===== src/rtl/stack_sequencer_if.sv =====
// Decoder / register file / program counter / memory bus signals driven by the stack sequencer.
// master: sequencer side (drives strobes, bus request, status); slave: environment side.
// Ports: op_* request, busy/done/error status, rf_* register file, pc_* program counter, mem_* bus.
interface stack_sequencer_if;
    logic        op_valid;
    logic [1:0]  op;
    logic [3:0]  op_reg;
    logic [31:0] op_target;
    logic        busy;
    logic        done;
    logic        error;
    logic [3:0]  rf_src_index;
    logic [31:0] rf_src_data;
    logic [31:0] rf_sp_data;
    logic        rf_write;
    logic [3:0]  rf_write_index;
    logic [31:0] rf_write_data;
    logic        rf_inc;
    logic        rf_dec;
    logic [3:0]  rf_incdec_index;
    logic [31:0] pc_read_data;
    logic        pc_write;
    logic [31:0] pc_write_data;
    logic        mem_req;
    logic        mem_write;
    logic [31:0] mem_address;
    logic [31:0] mem_wdata;
    logic [31:0] mem_rdata;
    logic        mem_ack;

    modport master (
        input  op_valid, op, op_reg, op_target,
        input  rf_src_data, rf_sp_data, pc_read_data, mem_rdata, mem_ack,
        output busy, done, error, rf_src_index,
        output rf_write, rf_write_index, rf_write_data, rf_inc, rf_dec, rf_incdec_index,
        output pc_write, pc_write_data,
        output mem_req, mem_write, mem_address, mem_wdata
    );

    modport slave (
        output op_valid, op, op_reg, op_target,
        output rf_src_data, rf_sp_data, pc_read_data, mem_rdata, mem_ack,
        input  busy, done, error, rf_src_index,
        input  rf_write, rf_write_index, rf_write_data, rf_inc, rf_dec, rf_incdec_index,
        input  pc_write, pc_write_data,
        input  mem_req, mem_write, mem_address, mem_wdata
    );
endinterface


===== src/rtl/stack_sequencer.sv =====
// Executes PUSH/POP/CALL/RET on a full-descending stack whose pointer is register SP_INDEX.
// Latency (zero-wait ack): PUSH/CALL done 3 cycles after accept, POP/RET 2, misaligned SP 1; +1 per bus wait.
// Backpressure: mem_req held until mem_ack; op_valid only sampled while idle (busy low).
// Ports: clock, reset (async active-high), bus = stack_sequencer_if.master.
module stack_sequencer #(
    parameter logic [3:0] SP_INDEX = 4'hf
) (
    input  logic                   clock,
    input  logic                   reset,
    stack_sequencer_if.master      bus
);

    typedef enum logic [2:0] {
        ST_IDLE,
        ST_ADJUST,
        ST_MEM_WR,
        ST_MEM_RD,
        ST_COMPLETE
    } state_t;

    localparam logic [1:0] OP_PUSH = 2'd0;
    localparam logic [1:0] OP_POP  = 2'd1;
    localparam logic [1:0] OP_CALL = 2'd2;
    localparam logic [1:0] OP_RET  = 2'd3;

    state_t      state_q, state_d;
    logic [1:0]  op_q, op_d;
    logic [3:0]  op_reg_q, op_reg_d;
    logic [31:0] target_q, target_d;
    logic [31:0] operand_q, operand_d;
    logic        err_q, err_d;

    // State and operand registers
    always_ff @(posedge clock or posedge reset) begin
        if (reset) begin
            state_q   <= ST_IDLE;
            op_q      <= 2'd0;
            op_reg_q  <= 4'd0;
            target_q  <= 32'd0;
            operand_q <= 32'd0;
            err_q     <= 1'b0;
        end else begin
            state_q   <= state_d;
            op_q      <= op_d;
            op_reg_q  <= op_reg_d;
            target_q  <= target_d;
            operand_q <= operand_d;
            err_q     <= err_d;
        end
    end

    // Next-state and operand capture
    always_comb begin
        state_d   = state_q;
        op_d      = op_q;
        op_reg_d  = op_reg_q;
        target_d  = target_q;
        operand_d = operand_q;
        err_d     = err_q;
        unique case (state_q)
            ST_IDLE: begin
                if (bus.op_valid) begin
                    op_d      = bus.op;
                    op_reg_d  = bus.op_reg;
                    target_d  = bus.op_target;
                    operand_d = (bus.op == OP_CALL) ? bus.pc_read_data : bus.rf_src_data;
                    // A misaligned SP aborts before any SP change or bus cycle.
                    err_d     = (bus.rf_sp_data[1:0] != 2'b00);
                    if (bus.rf_sp_data[1:0] != 2'b00)
                        state_d = ST_COMPLETE;
                    else if (bus.op == OP_PUSH || bus.op == OP_CALL)
                        state_d = ST_ADJUST;
                    else
                        state_d = ST_MEM_RD;
                end
            end
            ST_ADJUST:   state_d = ST_MEM_WR;
            ST_MEM_WR:   if (bus.mem_ack) state_d = ST_COMPLETE;
            ST_MEM_RD: begin
                if (bus.mem_ack) begin
                    operand_d = bus.mem_rdata;
                    state_d   = ST_COMPLETE;
                end
            end
            ST_COMPLETE: state_d = ST_IDLE;
            default:     state_d = ST_IDLE;
        endcase
    end

    // Outputs
    always_comb begin
        bus.busy           = (state_q != ST_IDLE);
        bus.done           = (state_q == ST_COMPLETE);
        bus.error          = (state_q == ST_COMPLETE) && err_q;
        bus.rf_write       = 1'b0;
        bus.rf_write_index = 4'd0;
        bus.rf_write_data  = 32'd0;
        bus.rf_inc         = 1'b0;
        bus.rf_dec         = (state_q == ST_ADJUST);
        bus.pc_write       = 1'b0;
        bus.pc_write_data  = 32'd0;
        bus.mem_req        = (state_q == ST_MEM_WR) || (state_q == ST_MEM_RD);
        bus.mem_write      = (state_q == ST_MEM_WR);
        bus.mem_address    = bus.mem_req ? bus.rf_sp_data : 32'd0;
        bus.mem_wdata      = (state_q == ST_MEM_WR) ? operand_q : 32'd0;
        if (state_q == ST_COMPLETE && !err_q) begin
            unique case (op_q)
                OP_POP: begin
                    bus.rf_write       = 1'b1;
                    bus.rf_write_index = op_reg_q;
                    bus.rf_write_data  = operand_q;
                    // Popping into SP itself: the loaded value replaces the pointer.
                    bus.rf_inc         = (op_reg_q != SP_INDEX);
                end
                OP_RET: begin
                    bus.pc_write      = 1'b1;
                    bus.pc_write_data = operand_q;
                    bus.rf_inc        = 1'b1;
                end
                OP_CALL: begin
                    bus.pc_write      = 1'b1;
                    bus.pc_write_data = target_q;
                end
                default: ;
            endcase
        end
    end

    assign bus.rf_src_index    = bus.op_reg;
    assign bus.rf_incdec_index = SP_INDEX;

endmodule


===== src/flat_wrapper.sv =====
// flat-port wrapper written by rule: the top's interface ports become plain ports
module stack_sequencer_flat 
#(
    parameter logic [3:0] SP_INDEX = 4'hf
)
  (clock, reset, bus_op_valid, bus_op, bus_op_reg, bus_op_target, bus_rf_src_data, bus_rf_sp_data, bus_pc_read_data, bus_mem_rdata, bus_mem_ack, bus_busy, bus_done, bus_error, bus_rf_src_index, bus_rf_write, bus_rf_write_index, bus_rf_write_data, bus_rf_inc, bus_rf_dec, bus_rf_incdec_index, bus_pc_write, bus_pc_write_data, bus_mem_req, bus_mem_write, bus_mem_address, bus_mem_wdata);
  stack_sequencer_if bus_i ();
  input  logic clock;
  input  logic reset;
  input wire logic [$bits(bus_i.op_valid)-1:0] bus_op_valid;
  input wire logic [$bits(bus_i.op)-1:0] bus_op;
  input wire logic [$bits(bus_i.op_reg)-1:0] bus_op_reg;
  input wire logic [$bits(bus_i.op_target)-1:0] bus_op_target;
  input wire logic [$bits(bus_i.rf_src_data)-1:0] bus_rf_src_data;
  input wire logic [$bits(bus_i.rf_sp_data)-1:0] bus_rf_sp_data;
  input wire logic [$bits(bus_i.pc_read_data)-1:0] bus_pc_read_data;
  input wire logic [$bits(bus_i.mem_rdata)-1:0] bus_mem_rdata;
  input wire logic [$bits(bus_i.mem_ack)-1:0] bus_mem_ack;
  output wire logic [$bits(bus_i.busy)-1:0] bus_busy;
  output wire logic [$bits(bus_i.done)-1:0] bus_done;
  output wire logic [$bits(bus_i.error)-1:0] bus_error;
  output wire logic [$bits(bus_i.rf_src_index)-1:0] bus_rf_src_index;
  output wire logic [$bits(bus_i.rf_write)-1:0] bus_rf_write;
  output wire logic [$bits(bus_i.rf_write_index)-1:0] bus_rf_write_index;
  output wire logic [$bits(bus_i.rf_write_data)-1:0] bus_rf_write_data;
  output wire logic [$bits(bus_i.rf_inc)-1:0] bus_rf_inc;
  output wire logic [$bits(bus_i.rf_dec)-1:0] bus_rf_dec;
  output wire logic [$bits(bus_i.rf_incdec_index)-1:0] bus_rf_incdec_index;
  output wire logic [$bits(bus_i.pc_write)-1:0] bus_pc_write;
  output wire logic [$bits(bus_i.pc_write_data)-1:0] bus_pc_write_data;
  output wire logic [$bits(bus_i.mem_req)-1:0] bus_mem_req;
  output wire logic [$bits(bus_i.mem_write)-1:0] bus_mem_write;
  output wire logic [$bits(bus_i.mem_address)-1:0] bus_mem_address;
  output wire logic [$bits(bus_i.mem_wdata)-1:0] bus_mem_wdata;
  assign bus_i.op_valid = bus_op_valid;
  assign bus_i.op = bus_op;
  assign bus_i.op_reg = bus_op_reg;
  assign bus_i.op_target = bus_op_target;
  assign bus_i.rf_src_data = bus_rf_src_data;
  assign bus_i.rf_sp_data = bus_rf_sp_data;
  assign bus_i.pc_read_data = bus_pc_read_data;
  assign bus_i.mem_rdata = bus_mem_rdata;
  assign bus_i.mem_ack = bus_mem_ack;
  assign bus_busy = bus_i.busy;
  assign bus_done = bus_i.done;
  assign bus_error = bus_i.error;
  assign bus_rf_src_index = bus_i.rf_src_index;
  assign bus_rf_write = bus_i.rf_write;
  assign bus_rf_write_index = bus_i.rf_write_index;
  assign bus_rf_write_data = bus_i.rf_write_data;
  assign bus_rf_inc = bus_i.rf_inc;
  assign bus_rf_dec = bus_i.rf_dec;
  assign bus_rf_incdec_index = bus_i.rf_incdec_index;
  assign bus_pc_write = bus_i.pc_write;
  assign bus_pc_write_data = bus_i.pc_write_data;
  assign bus_mem_req = bus_i.mem_req;
  assign bus_mem_write = bus_i.mem_write;
  assign bus_mem_address = bus_i.mem_address;
  assign bus_mem_wdata = bus_i.mem_wdata;
  stack_sequencer #(.SP_INDEX(SP_INDEX)) u_core (.clock(clock), .reset(reset), .bus(bus_i));
endmodule

===== config.mk =====
export PLATFORM = sky130hd
export DESIGN_NAME = stack_sequencer_flat
export DESIGN_NICKNAME = d
export VERILOG_FILES = /design/src/rtl/stack_sequencer_if.sv /design/src/rtl/stack_sequencer.sv /design/src/flat_wrapper.sv
export SDC_FILE = /design/constraint.sdc
export NUM_CORES = 1
export LEC_CHECK = 0
export BUFFER_PORTS_ARGS = -buffer_cell sky130_fd_sc_hd__buf_2
export CORE_AREA = 2 2 124 126
export DETAILED_ROUTE_END_ITERATION = 12
export DIE_AREA = 0 0 126 128
export PLACE_DENSITY = 0.67
export SLEW_MARGIN = 20
export SYNTH_ARGS = -nofsm -noshare
export SYNTH_HDL_FRONTEND = slang
export SYNTH_SLANG_ARGS = --single-unit
export TNS_END_PERCENT = 20

===== constraint.sdc =====
create_clock -name clock -period 3.2 [get_ports clock]
set_input_delay 0.64 -clock clock [delete_from_list [all_inputs] [get_ports clock]]
set_output_delay 0.64 -clock clock [all_outputs]
set_load 0.02 [all_outputs]

==> results.py, run 1 <==
metrics = {
    "outcome": {
        "status": "complete, no violations",
    },
    "timing": {
        "finalHoldViolCount": 0,
        "max_freq_mhz": 335,
        "final.setup.worst_slack_ns": 0.215,
        "finalMaxSlewViolations": 0,
        "worst_slew_pin_slew_ns": 1.06,
        "finalCriticalPeriod_ns": 2.98,
        "finalSetupTns_ns": 0,
        "setup_viol": 0,
        "min_period_over_period_pct": 93.3,
        "slew_headroom_pct": 29.6,
        "finClkSkew_ns": 0.00957,
        "rsz0062_at_grt": "false",
    },
    "worst_hold_path": {
        "worstHoldPathType": "in -> async",
    },
    "clock_network": {
        "cts_buffers": 9,
        "cts.repair.resized": 0,
        "post-cts-setup-buffer-count": 0,
        "clock_sinks": 74,
        "htreeDepth": 3,
        "cts_tree": "yes",
        "clk_latency_ns": 0.34,
        "clkSlewWorstSetupHoldPaths_ns": 0.07,
        "hold_buffers": 0,
        "cts_buffer_depth": 2,
        "cts_root_buf": "clkbuf_16",
    },
    "placement": {
        "dp_slack_ns": 0.576,
        "gp_congestion": 0.824,
        "port_buffers": 314,
        "place_area_mm2": 0.00675,
        "dp_hpwl_mm": 13.9,
    },
    "floorplanning": {
        "die_area_mm2": 0.0161,
        "pin_count": 319,
        "die_x_um": 126,
        "start_util_pct": 33.9,
        "die_y_um": 128,
        "row_count": 45,
        "coreArea_mm2": 0.0149,
    },
    "setup_path": {
        "cp.required_ns": 2.56,
        "cp.arrival_ns": 2.34,
        "critPathMaxFanout": 27,
        "slowest_delay_ns": 0.51,
        "cp_top_family": "simple AND/OR/NAND/NOR gates",
        "path_class": "reg -> out",
        "critical_path.cell_chain": "or3b_1 -> inv_1 -> nand3b_1 -> buf_12 -> nor2_1 -> buf_2",
        "endpoint_kind": "primary output",
        "crit_slowest_cell": "or3b_1",
        "worstSetupStartpointType": "flip-flop",
        "critPathBufInv": 3,
    },
    "global_routing": {
        "grt_max_degree": 71,
        "grt_antenna_before_repair": 1,
        "grt_overflow_total": 0,
        "grt.total_usage_pct": 22.7,
        "grt_pass1_vias": 5133,
        "grt_pass1_wl_mm": 28.3,
    },
    "route": {
        "vias": 5297,
        "dr.first_iter.drc_count": 309,
        "drc": 0,
        "ant_nets": 0,
        "dr.pass1.iters": 7,
        "wire_per_inst_um": 17.5,
        "viasPerCell": 4.90,
        "wl_mm": 18.9,
    },
    "finish": {
        "postLayoutCoreUtil_pct": 47.4,
        "multi_input_area_mm2": 0.00291,
        "final_cell_mix": "314 x buf_2, 116 x nand2_1, 101 x and2_1, 73 x dfrtp_1, 65 x nor2_1",
        "seq_area_mm2": 0.00185,
        "fillCellCount": 1490,
        "postLayoutCellArea_mm2": 0.00704,
        "drive_gt1_share_pct": 43.0,
        "nNetsFinal": 1057,
        "final_common_cell": "buf_2",
        "layout-area-overhead-vs-synth_pct": 39.5,
    },
    "yosys": {
        "synthDistinctLibCells": 32,
        "synth_area_per_cell_um2": 8.33,
        "ys_ff_latch": 74,
        "synthCells": 606,
        "ys_seq_area_share_pct": 36.7,
        "ys_warn_count": 0,
        "syn_area_mm2": 0.00505,
    },
    "power_and_ir_drop": {
        "ir_worst_vdd_v": 0.000378,
        "power_leakage_nw": 4.01,
        "power.density_mw_per_mm2": 713,
        "p_total_mw": 5.02,
    },
    "run": {
        "maxCapViolCount": 0,
    },
}
[cell usage after synthesis, drive strengths merged]
cell type  number  area, um2
a211oi         33        248
a21oi           1       5.00
a311oi          1       8.76
and2          102        638
and3b          33        289
buf            18        135
clkbuf         44        165
conb            1       3.75
dfrtp          74       1850
inv             3       11.3
mux2i          32        320
nand2         116        435
nand2b          2       12.5
nand3          33        165
nand3b          2       15.0
nand4b          1       8.76
nor2           65        244
nor2b           2       12.5
nor3            2       15.0
nor3b           2       15.0
nor4b           1       8.76
o21a            1       7.51
o21ai           1       5.00
o31ai          32        390
or3             1       6.26
or3b            1       8.76
or4b            2       20.0
[worst register-to-register path: cells and delay by family (launching register included)]
family	cells	cell delay, ns
AOI/OAI and AO/OA	1	0.39
DFF	1	0.50
and+or+nand+nor	2	1.24
[sequential cells by signal (all words and copies together), names as in the netlist]
signal            count
u_core.op_reg_q       4
u_core.operand_q     32
u_core.op_q           2
u_core.state_q        3
u_core.target_q      32
u_core.err_q          1
[where the power goes]
part / total (mW) / leakage, nW / switching (mW) / internal (mW)
Combinational: 2.26 / 2.96 / 1.34 / 0.913
Clock: 0.988 / 0.134 / 0.419 / 0.569
Sequential: 1.78 / 0.916 / 0.398 / 1.38
[per-layer routing]
layer	share of wire, %	vias up	track usage (%)
met3	6.6	20	3.88
met2	52	250	40.9
li1	-	2578	-
met4	1.3	0	6.66
met1	40	2449	27.7
met5	0	-	0
[worst paths after layout]
| check | cells after the start | start | end | slack, ns |
|---|---|---|---|---|
| worst max-delay path | 6 | u_core.state_q[1]$_DFFE_PP0P_ | bus_pc_write_data[11] | 0.22 |
| min in group clock | 2 | u_core.target_q[26]$_DFFE_PP0P_ | u_core.target_q[26]$_DFFE_PP0P_ | 0.47 |
| worst max register to register | 3 | u_core.state_q[1]$_DFFE_PP0P_ | u_core.operand_q[10]$_DFFE_PP0P_ | 0.98 |
| worst min register to register | 2 | u_core.target_q[26]$_DFFE_PP0P_ | u_core.target_q[26]$_DFFE_PP0P_ | 0.47 |
| worst min-delay path | 2 | reset | u_core.operand_q[24]$_DFFE_PP0P_ | 0.37 |
| max in group asynchronous | 3 | reset | u_core.op_q[0]$_DFFE_PP0P_ | 2.19 |
[logic make-up (layout without fill, tap and decap cells)]
group                  Yosys count  in the layout  share of synthesized area [%]
and+or+nand+nor                365            365                           37.5
AOI/OAI and AO/OA               69             69                           13.2
muxes                           32             32                           6.35
DFF                             74             74                           36.7
buffers and inverters           65            348                           6.17
other                            1              5                         0.0743
[through the flow]
step                      hold slack (ns)  cells
after floorplan                     0.445    609
after global placement              0.459   1064
after detailed placement            0.461   1064
after CTS                           0.385   1080
after global routing                0.418   1081
final                               0.366   1081
[final cells by class]
type	instances	share of cell area, %
multi-input cells	470	41.4
flip-flops and latches	74	26.3
repair buffers	329	24.6
clock buffers	11	3.59
well taps	188	3.34
clock inverters	5	0.515
inverters	3	0.178
diodes	1	0.0355
No activity file was read; power rests on OpenSTA's default activity.
==> run 2: changes to the inputs <==
--- a/config.mk
+++ b/config.mk
@@ -10,6 +10,7 @@
 export DETAILED_ROUTE_END_ITERATION = 12
 export DIE_AREA = 0 0 126 128
 export PLACE_DENSITY = 0.67
+export REMOVE_ABC_BUFFERS = 1
 export SLEW_MARGIN = 20
 export SYNTH_ARGS = -nofsm -noshare
 export SYNTH_HDL_FRONTEND = slang
==> results.py, run 2 (synthesis results as in run 1) <==
metrics = {
    "finish": {
        "final_cell_mix": "314 x buf_2, 116 x nand2_1, 101 x and2_1, 73 x dfrtp_1, 65 x nor2_1",
        "nNetsFinal": 1059,
        "final_common_cell": "buf_2",
        "layout-area-overhead-vs-synth_pct": 39.5,
        "seq_area_mm2": 0.00185,
        "fillCellCount": 1534,
        "postLayoutCellArea_mm2": 0.00704,
        "diodes": 0,
        "multi_input_area_mm2": 0.00292,
        "top_regs": "u_core.operand_q (32), u_core.target_q (32), u_core.op_reg_q (4)",
        "drive_gt1_share_pct": 42.8,
    },
    "timing": {
        "setup_viol": 0,
        "worst_slew_pin_slew_ns": 1.05,
        "final.setup.worst_slack_ns": 0.355,
        "rsz0062_at_grt": "false",
        "finalMaxSlewViolations": 0,
        "min_period_over_period_pct": 88.9,
        "max_freq_mhz": 352,
        "finClkSkew_ns": 0.00783,
        "finalCriticalPeriod_ns": 2.84,
        "slew_headroom_pct": 29.8,
        "finalHoldViolCount": 0,
    },
    "setup_path": {
        "endpoint_kind": "primary output",
        "critPathMaxFanout": 37,
        "worstSetupStartpointType": "flip-flop",
        "path_class": "reg -> out",
        "r2r_end": "u_core.operand_q[14]$_DFFE_PP0P_",
        "cp.required_ns": 2.56,
        "cp.arrival_ns": 2.20,
        "reg2reg_from": "u_core.state_q[1]$_DFFE_PP0P_",
        "rr_worst_depth": 3,
        "rrSetupSlack_ns": 1.13,
    },
    "global_routing": {
        "grt_pass1_vias": 5064,
        "grt_antenna_before_repair": 0,
        "grt_overflow_total": 0,
        "grt.total_usage_pct": 21.6,
        "grt_pass1_wl_mm": 27.6,
        "grt_max_degree": 71,
    },
    "clock_network": {
        "cts_tree": "yes",
        "htreeDepth": 3,
        "clock_sinks": 74,
        "cts_root_buf": "clkbuf_16",
        "cts_buffer_depth": 2,
        "cts.repair.resized": 0,
        "cts_buffers": 9,
        "clk_latency_ns": 0.33,
        "post-cts-setup-buffer-count": 0,
        "clkSlewWorstSetupHoldPaths_ns": 0.06,
        "hold_buffers": 0,
    },
    "route": {
        "wire_per_inst_um": 16.8,
        "viasPerCell": 4.90,
        "vias": 5304,
        "drc": 0,
        "wl_mm": 18.1,
        "dr.first_iter.drc_count": 275,
        "ant_nets": 0,
        "dr.pass1.iters": 7,
    },
    "floorplanning": {
        "die_x_um": 126,
        "start_util_pct": 33.9,
        "die_area_mm2": 0.0161,
        "pin_count": 319,
        "coreArea_mm2": 0.0149,
        "die_y_um": 128,
        "row_count": 45,
    },
    "power_and_ir_drop": {
        "power_frac_comb_pct": 44.7,
        "power.switching_mw": 2.09,
        "internal-power_mw": 2.95,
        "power_frac_clock_pct": 20.3,
        "p_sw_share_pct": 41.5,
        "power_leakage_nw": 4.02,
        "sequentialPowerShare_pct": 35.0,
        "ir_worst_vdd_v": 0.000388,
        "power.density_mw_per_mm2": 716,
    },
    "placement": {
        "gp_congestion": 0.876,
        "place_area_mm2": 0.00674,
        "port_buffers": 314,
        "dp_slack_ns": 0.688,
        "dp_hpwl_mm": 13.4,
    },
    "outcome": {
        "status": "complete, no violations",
    },
    "run": {
        "maxCapViolCount": 0,
    },
    "worst_hold_path": {
        "worstHoldPathType": "in -> async",
    },
}
[run 2: cell types whose count changed in the layout (fill, tap and decap cells not counted)]
| cell | previous run | this run |
|---|---|---|
| or4b_4 | 0 | 1 |
| or4b_2 | 2 | 1 |
| clkinvlp_4 | 3 | 0 |
| clkbuf_1 | 0 | 3 |
| buf_4 | 11 | 15 |
| buf_12 | 4 | 2 |
| diode_2 | 1 | 0 |
| bufinv_16 | 0 | 1 |
| inv_6 | 1 | 0 |
[run 2: cell type report]
| type | instances | share of cell area [%] |
|---|---|---|
| Clock buffer | 14 | 3.75 |
| Clock inverter | 2 | 0.498 |
| Inverter | 3 | 0.178 |
| Multi-Input combinational cell | 470 | 41.4 |
| Sequential cell | 74 | 26.3 |
| Tap cell | 188 | 3.34 |
| Timing Repair Buffer | 331 | 24.5 |
[run 2: worst max path at each step]
| stage | startpoint | end | cells past startpoint |
|---|---|---|---|
| 5_1_grt | u_core.state_q[1]$_DFFE_PP0P_ | bus_rf_write_data[17] | 5 |
| 3_5_place_dp | u_core.state_q[1]$_DFFE_PP0P_ | bus_rf_write_data[14] | 5 |
| 2_1_floorplan | bus_op_valid | u_core.err_q$_DFFE_PP0P_ | 3 |
| 4_1_cts | u_core.state_q[1]$_DFFE_PP0P_ | bus_rf_write_data[14] | 5 |
| 3_3_place_gp | u_core.state_q[1]$_DFFE_PP0P_ | bus_rf_write_data[1] | 5 |
| 6_report | u_core.state_q[1]$_DFFE_PP0P_ | bus_rf_write_data[17] | 5 |
[run 2: power by group through the flow]
stage          Combinational [mW]  Sequential, mW  Clock, mW
3_3_place_gp                 2.23            1.76          0
3_5_place_dp                 2.27            1.78          0
6_report                     2.25            1.76       1.02
4_1_cts                      2.28            1.76       1.05
5_1_grt                      2.48            1.83       1.09
2_1_floorplan                1.51            1.69          0
[run 2: critical path, cell delays in order, from the launching register on]
cell     delay, ns
dfrtp_1       0.49
or3b_1        0.49
nor3_4        0.18
buf_4         0.36
and2_1        0.18
buf_2         0.15
[run 2: per-layer routing]
| metal | global-route usage [%] | routed length (um) | up-vias |
|---|---|---|---|
| met2 | 37.0 | 9110 | 198 |
| met3 | 3.34 | 1100 | 13 |
| met1 | 28.5 | 7770 | 2503 |
| li1 | - | - | 2590 |
| met5 | 0 | 0 | - |
| met4 | 5.95 | 172 | 0 |
[run 2: metrics by stage]
| step | power (mW) | utilization [%] | cells | setup TNS [ns] | hold WS, ns |
|---|---|---|---|---|---|
| global route | 5.40 | 47.4 | 1082 | 0 | 0.418 |
| floorplan | 3.21 | - | 547 | -53.56 | 0.445 |
| global placement | 3.99 | 45.4 | 1066 | 0 | 0.457 |
| detailed placement | 4.05 | 45.4 | 1066 | 0 | 0.461 |
| CTS | 5.09 | 47.4 | 1082 | 0 | 0.389 |
| finish | 5.04 | 47.4 | 1082 | 0 | 0.379 |
